==> config.mk <==
export PLATFORM = sky130hd
export DESIGN_NAME = sync_dff_pipe
export DESIGN_NICKNAME = d
export VERILOG_FILES = /design/src/rtl/sync_dff_pipe_pkg.sv /design/src/rtl/sync_dff_pipe_dff_stage.sv /design/src/rtl/sync_dff_pipe.sv
export SDC_FILE = /design/constraint.sdc
export NUM_CORES = 1
export LEC_CHECK = 0
export BUFFER_PORTS_ARGS = -buffer_cell sky130_fd_sc_hd__buf_2
export CORE_MARGIN = 3
export CORE_UTILIZATION = 54
export DETAILED_ROUTE_END_ITERATION = 12
export GPL_TIMING_DRIVEN = 0
export PLACE_DENSITY = 0.77
export SLEW_MARGIN = 5
export SYNTH_ARGS = -nofsm -noshare
export SYNTH_HDL_FRONTEND = slang
export SYNTH_SLANG_ARGS = --single-unit
==> constraint.sdc <==
create_clock -name clk -period 2.5 [get_ports clk]
set_input_delay 0.25 -clock clk [delete_from_list [all_inputs] [get_ports clk]]
set_output_delay 0.25 -clock clk [all_outputs]
set_load 0.02 [all_outputs]
==> src/rtl/sync_dff_pipe_pkg.sv <==
// rtl/sync_dff_pipe_pkg.sv - shared helpers for the stallable register pipeline
package sync_dff_pipe_pkg;

   // Counter must represent 0..DEPTH inclusive, hence depth+1.
   function automatic int cnt_w(input int depth);
      return $clog2(depth + 1);
   endfunction

endpackage

==> src/rtl/sync_dff_pipe_dff_stage.sv <==
// rtl/sync_dff_pipe_dff_stage.sv - one data register plus valid bit with stall and clear
module dff_stage #(
   parameter int                 WIDTH   = 8,
   parameter logic [WIDTH-1:0]   RST_VAL = '0
) (
   input  logic               clk,
   input  logic               rst,
   input  logic               clr,
   input  logic               en,
   input  logic [WIDTH-1:0]   d,
   input  logic               vld_i,
   output logic [WIDTH-1:0]   q,
   output logic               vld_o
);

   logic [WIDTH-1:0] r_data;
   logic             r_vld;

   // Data is captured regardless of vld_i; only the valid bit qualifies it.
   always_ff @(posedge clk) begin
      if (rst || clr) begin
         r_data <= RST_VAL;
         r_vld  <= 1'b0;
      end else if (en) begin
         r_data <= d;
         r_vld  <= vld_i;
      end
   end

   assign q     = r_data;
   assign vld_o = r_vld;

endmodule

==> src/rtl/sync_dff_pipe.sv <==
// rtl/sync_dff_pipe.sv - DEPTH-stage stallable delay line with valid tracking and occupancy count
module sync_dff_pipe
   import sync_dff_pipe_pkg::*;
#(
   parameter int                 WIDTH   = 8,
   parameter int                 DEPTH   = 4,
   parameter logic [WIDTH-1:0]   RST_VAL = '0,
   parameter bit                 GATE_Q  = 1'b1
) (
   input  logic                        clk,
   input  logic                        rst,
   input  logic                        en,
   input  logic                        flush,
   input  logic [WIDTH-1:0]            d,
   input  logic                        vld_i,
   output logic [WIDTH-1:0]            q,
   output logic                        vld_o,
   output logic [cnt_w(DEPTH)-1:0]     cnt
);

   localparam int CW = cnt_w(DEPTH);

   logic [WIDTH-1:0] w_data [DEPTH];
   logic             w_vld  [DEPTH];
   logic [CW-1:0]    r_cnt;

   genvar k;
   generate
      for (k = 0; k < DEPTH; k++) begin : g_stage
         if (k == 0) begin : g_head
            dff_stage #(
               .WIDTH   (WIDTH),
               .RST_VAL (RST_VAL)
            ) u_stage (
               .clk   (clk),
               .rst   (rst),
               .clr   (flush),
               .en    (en),
               .d     (d),
               .vld_i (vld_i),
               .q     (w_data[k]),
               .vld_o (w_vld[k])
            );
         end else begin : g_body
            dff_stage #(
               .WIDTH   (WIDTH),
               .RST_VAL (RST_VAL)
            ) u_stage (
               .clk   (clk),
               .rst   (rst),
               .clr   (flush),
               .en    (en),
               .d     (w_data[k-1]),
               .vld_i (w_vld[k-1]),
               .q     (w_data[k]),
               .vld_o (w_vld[k])
            );
         end
      end
   endgenerate

   // Incremental occupancy: a word entering and one leaving on the same edge cancel.
   always_ff @(posedge clk) begin
      if (rst || flush) begin
         r_cnt <= '0;
      end else if (en) begin
         r_cnt <= r_cnt + CW'(vld_i) - CW'(w_vld[DEPTH-1]);
      end
   end

   generate
      if (GATE_Q) begin : g_gate
         assign q = w_vld[DEPTH-1] ? w_data[DEPTH-1] : RST_VAL;
      end else begin : g_raw
         assign q = w_data[DEPTH-1];
      end
   endgenerate

   assign vld_o = w_vld[DEPTH-1];
   assign cnt   = r_cnt;

endmodule

-- Yosys cells after proc, flatten, opt, wreduce, memory -nomap -nowiden
Index checks and enable logic that the tools add are counted.
- register bits: 39
- output and inout port bits: 12
- add/subtract/negate cells: 2
- muxes and demuxes: 1
- reductions and logical operators: 1
- operators by type and width (operator ; count):
    8-bit two-way mux ; 1
    3-bit by 1-bit adder with 3-bit output ; 1
    3-bit by 1-bit subtractor with 3-bit output ; 1
    1-bit logical OR ; 1

-- Longest topological paths before layout
- depth in word-level cells: 2
- mapped depth: 9
- depth with buffers taken out: 9

-- By module
A second synthesis with hierarchy kept.
- cell total of the unflattened synthesis: 146
- area total of the unflattened synthesis: 1551.5 sq um
- modules (own cells, without submodules) (module ; times used ; area an instance (sq um) ; cells each):
    dff_stage ; 4 ; 329.1 ; 30
    sync_dff_pipe ; 1 ; 235.2 ; 26

-- Least setup slack after synthesis
Ideal clock, no wire load.
- path type: register to register
- start point: register g_stage[3].g_body.u_stage.r_vld
- end point: register r_cnt[2], in the netlist cnt[2]
- cell stages (with the launch flop): 9
- path slack: 0.571 ns
- required time: 2.441 ns
- setup time: 0.059 ns
- arrival time: 1.870 ns
- cell sequence: dfxtp_1 > ha_1 > inv_1 > ha_1 > inv_1 > fa_1 > xor2_1 > a211o_1 > nand2_1
- cells in the longest elaborated chain, start to end: 1
- RTL lines (element ; RTL line ; source):
    start: declaration ; sync_dff_pipe_dff_stage.sv:17 ; logic r_vld;
    start signal: assignment ; sync_dff_pipe_dff_stage.sv:26 ; r_vld <= vld_i;
    3-bit by 1-bit subtractor with 3-bit output ; sync_dff_pipe.sv:67 ; r_cnt <= r_cnt + CW'(vld_i) - CW'(w_vld[DEPTH-1]);
    end signal: assignment ; sync_dff_pipe.sv:67 ;
    end: declaration ; sync_dff_pipe.sv:25 ; logic [CW-1:0] r_cnt;
No other way between the ends.
A chain may end at the register's enable or synchronous reset.

-- Final worst setup path
Ends and elaborated chain as after synthesis.

==> impl_metrics.ini <==
[outcome]
run_status = finished, final reports clean

[clock_network]
clk-insertion-delay-late_ps = 340
cts_repair_resized_insts = 0
max-clock-path-buffers = 2
htree_levels = 2
worst_setup_hold_path_clk_slew_ps = 120
clk_root_buffer_cell = sky130_fd_sc_hd__clkbuf_4
cts_setup_buffers = 0
tritoncts_clock_tree = yes
cts.hold.buffers_added = 0
cts_sinks = 39
tritoncts.num_buffers = 5

[synth]
synthDistinctLibCells = 18
synth_top_family_by_area = multiplexers
synth_compound_gate_area_share = 0.0139
synthesized_area_um2 = 1530
synth_simple_gate_area_share = 0.141
synth_top_area_frac = 0.511
post_synth_mux_area_share = 0.242
postSynthNetCount = 161
synth.top_cells.by_area = sky130_fd_sc_hd__dfxtp_1, sky130_fd_sc_hd__mux2i_1, sky130_fd_sc_hd__nor2_1, sky130_fd_sc_hd__and2_1, sky130_fd_sc_hd__buf_6
async_reset_ff_frac = 0
ys_seq_elements = 39
synth.yosys.seq_area_share = 0.511
synth_enable_flop_cells = 0
netlist.top_cell.by_area = sky130_fd_sc_hd__dfxtp_1
ys.flop_type = sky130_fd_sc_hd__dfxtp_1
post_syn_area_per_cell_um2 = 10.5
synth_xor_area_frac = 0.00573
ys_warn_count = 0
netlist_instances = 145
yosys.area_share.adder = 0.0295

[worst_setup_path]
worst_setup_path_start_kind = register
cp_max_fo = 11
worstSetupPathType = reg2reg
worstPathRequired_ps = 2800
sort_of_element_at_the_end_of_the_critical_path = register
timing.critical_path.slowest_cell_delay_ps = 530
cp_data_arrival_time_ps = 2300
critical-path-slowest-cell = sky130_fd_sc_hd__dfxtp_1
cell_by_cell_listing_of_the_critical_path = ha_1 -> inv_1 -> ha_1 -> inv_1 -> fa_1 -> xor2_1 -> a211o_1 -> nand2_1

[die]
die_area_um2 = 3510
rows = 18
num_io_pins = 25
die_height_um = 59.2
floorplan.initialDensity = 0.590
floorplan.core_area_um2 = 2590
chipWidth_um = 59.2

[placement]
dp_hpwl_um = 1910
globalplace.congestion = 0.701
placement.io_buffers = 23

[timing]
fin_crit_sh = 0.800
slew_headroom = 0.693
max_clock_freq_mhz = 500
hold_violations = 0
layout_min_cycle_time_ps = 2000
clock_skew_ps = 11.4
grt_setup_unrepaired = false
finalSetupViolations = 0
tns_ps = 0
timing.final.max_slew_violations = 0
worst-slew-pin-transition_ps = 460

[power]
p_leak_nw = 0.844
powerDensity_nw_per_um2 = 683
worst_ir_drop_vdd_mv = 0.787

[routing]
post-route-drc-count = 0
detail_route.vias_per_cell = 5.09
avgRoutedWirePerCell_um = 12.8
via_count = 1049
detail_route.wirelength_um = 2640
final_antenna_net_count = 0
number_of_violations_reported_at_the_end_of_detailed_routing_iteration_0 = 36
detailedRoute.firstPassIterationCount = 4

[layout]
final_core_density = 0.688
fillCellCount = 204
drive_above_1_share = 0.227
nNetsFinal = 191
area_delta_synth_final_pct = 16.6
num_antenna_cells = 0

[flow_run]
max_cap_viols = 0

[global_route]
global_route.overflow_total = 0
grt_start_max_net_pins = 13
grt_usage = 0.171
grt_antenna_before_repair = 0
global_route_wire_length_before_repair_um = 4530
first_global_vias = 1039

[min_path]
min-delay-path-class = in2reg
## final cells by class
cell class / instances / area (um^2) / share of cell area
Tap cell: 30 / 37.5 / 0.0211
Inverter: 4 / 15.0 / 0.00842
Clock inverter: 2 / 60.1 / 0.0337
Timing Repair Buffer: 23 / 115 / 0.0646
Buffer: 9 / 72.6 / 0.0407
Clock buffer: 6 / 41.3 / 0.0232
Sequential cell: 39 / 781 / 0.438
Multi-Input combinational cell: 93 / 661 / 0.371
## placed cells by master (no fill, tap or decap), types with 2 or more instances in the layout
cell	count
sky130_fd_sc_hd__and2_1	8
sky130_fd_sc_hd__buf_2	24
sky130_fd_sc_hd__buf_4	4
sky130_fd_sc_hd__buf_6	3
sky130_fd_sc_hd__bufinv_16	2
sky130_fd_sc_hd__clkbuf_1	2
sky130_fd_sc_hd__clkbuf_4	5
sky130_fd_sc_hd__dfxtp_1	39
sky130_fd_sc_hd__ha_1	2
sky130_fd_sc_hd__inv_1	4
sky130_fd_sc_hd__mux2i_1	37
sky130_fd_sc_hd__nor2_1	38
## Yosys cell counts, types with 2 or more instances
cell type,instances
sky130_fd_sc_hd__dfxtp_1,39
sky130_fd_sc_hd__and2_1,8
sky130_fd_sc_hd__nor2_1,38
sky130_fd_sc_hd__ha_1,2
sky130_fd_sc_hd__buf_4,4
sky130_fd_sc_hd__inv_1,4
sky130_fd_sc_hd__buf_6,3
sky130_fd_sc_hd__mux2i_1,37
## worst max-delay path, delay by kind of cell (launching register included)
kind            cells  cell delay, ps
fa+ha+maj           3             800
flops               1             530
compound gates      1             300
xor+xnor            1             170
buf+inv             2             110
simple gates        1              50
## report_power, final
group | switching (mW) | total (mW) | internal, mW
clock | 0.190 | 0.502 | 0.312
combinational | 0.0426 | 0.0813 | 0.0387
sequential | 0.00463 | 0.633 | 0.629
## worst paths after layout
path | start | endpoint | slack, ps | cells after the start
setup / recovery | g_stage[3].g_body.u_stage.vld_o | cnt[2] | 500 | 8
hold reg to reg | g_stage[3].g_body.u_stage.q[3] | g_stage[3].g_body.u_stage.q[3] | 500 | 2
setup reg to reg | g_stage[3].g_body.u_stage.vld_o | cnt[2] | 500 | 8
hold / removal | d[4] | g_stage[0].g_head.u_stage.q[4] | 140 | 3
## layer usage
layer,share of wire,vias to the layer above,global-route usage
met3,0.054,5,0.0588
met5,0,-,0
met4,0.013,0,0.0550
met2,0.50,23,0.301
met1,0.43,488,0.191
li1,-,533,-
## per-stage QoR
step	setup slack (ps)	total power, mW	cell area [um^2]	hold slack, ps	cells
2_1_floorplan	571	0.707	1530	397	145
3_3_place_gp	553	0.727	1680	463	198
3_5_place_dp	462	0.730	1680	478	198
4_1_cts	449	1.23	1780	137	206
5_1_grt	352	1.26	1780	158	206
6_report	499	1.22	1780	139	206
## sequential cells by signal (all words and copies together), names as in the netlist
signal,flops
g_stage.g_head.u_stage.vld_o,1
cnt,3
g_stage.g_body.u_stage.vld_o,3
g_stage.g_body.u_stage.q,24
g_stage.g_head.u_stage.q,8
## cell families after synthesis
family                     Yosys count
AOI/OAI and AO/OA                    2
xor gates and xnor gates             1
adders and majority gates            3
buffers and inverters               13
DFF                                 39
muxes                               37
and+or+nand+nor                     50
Note: power is estimated with default switching activity, not from simulation.
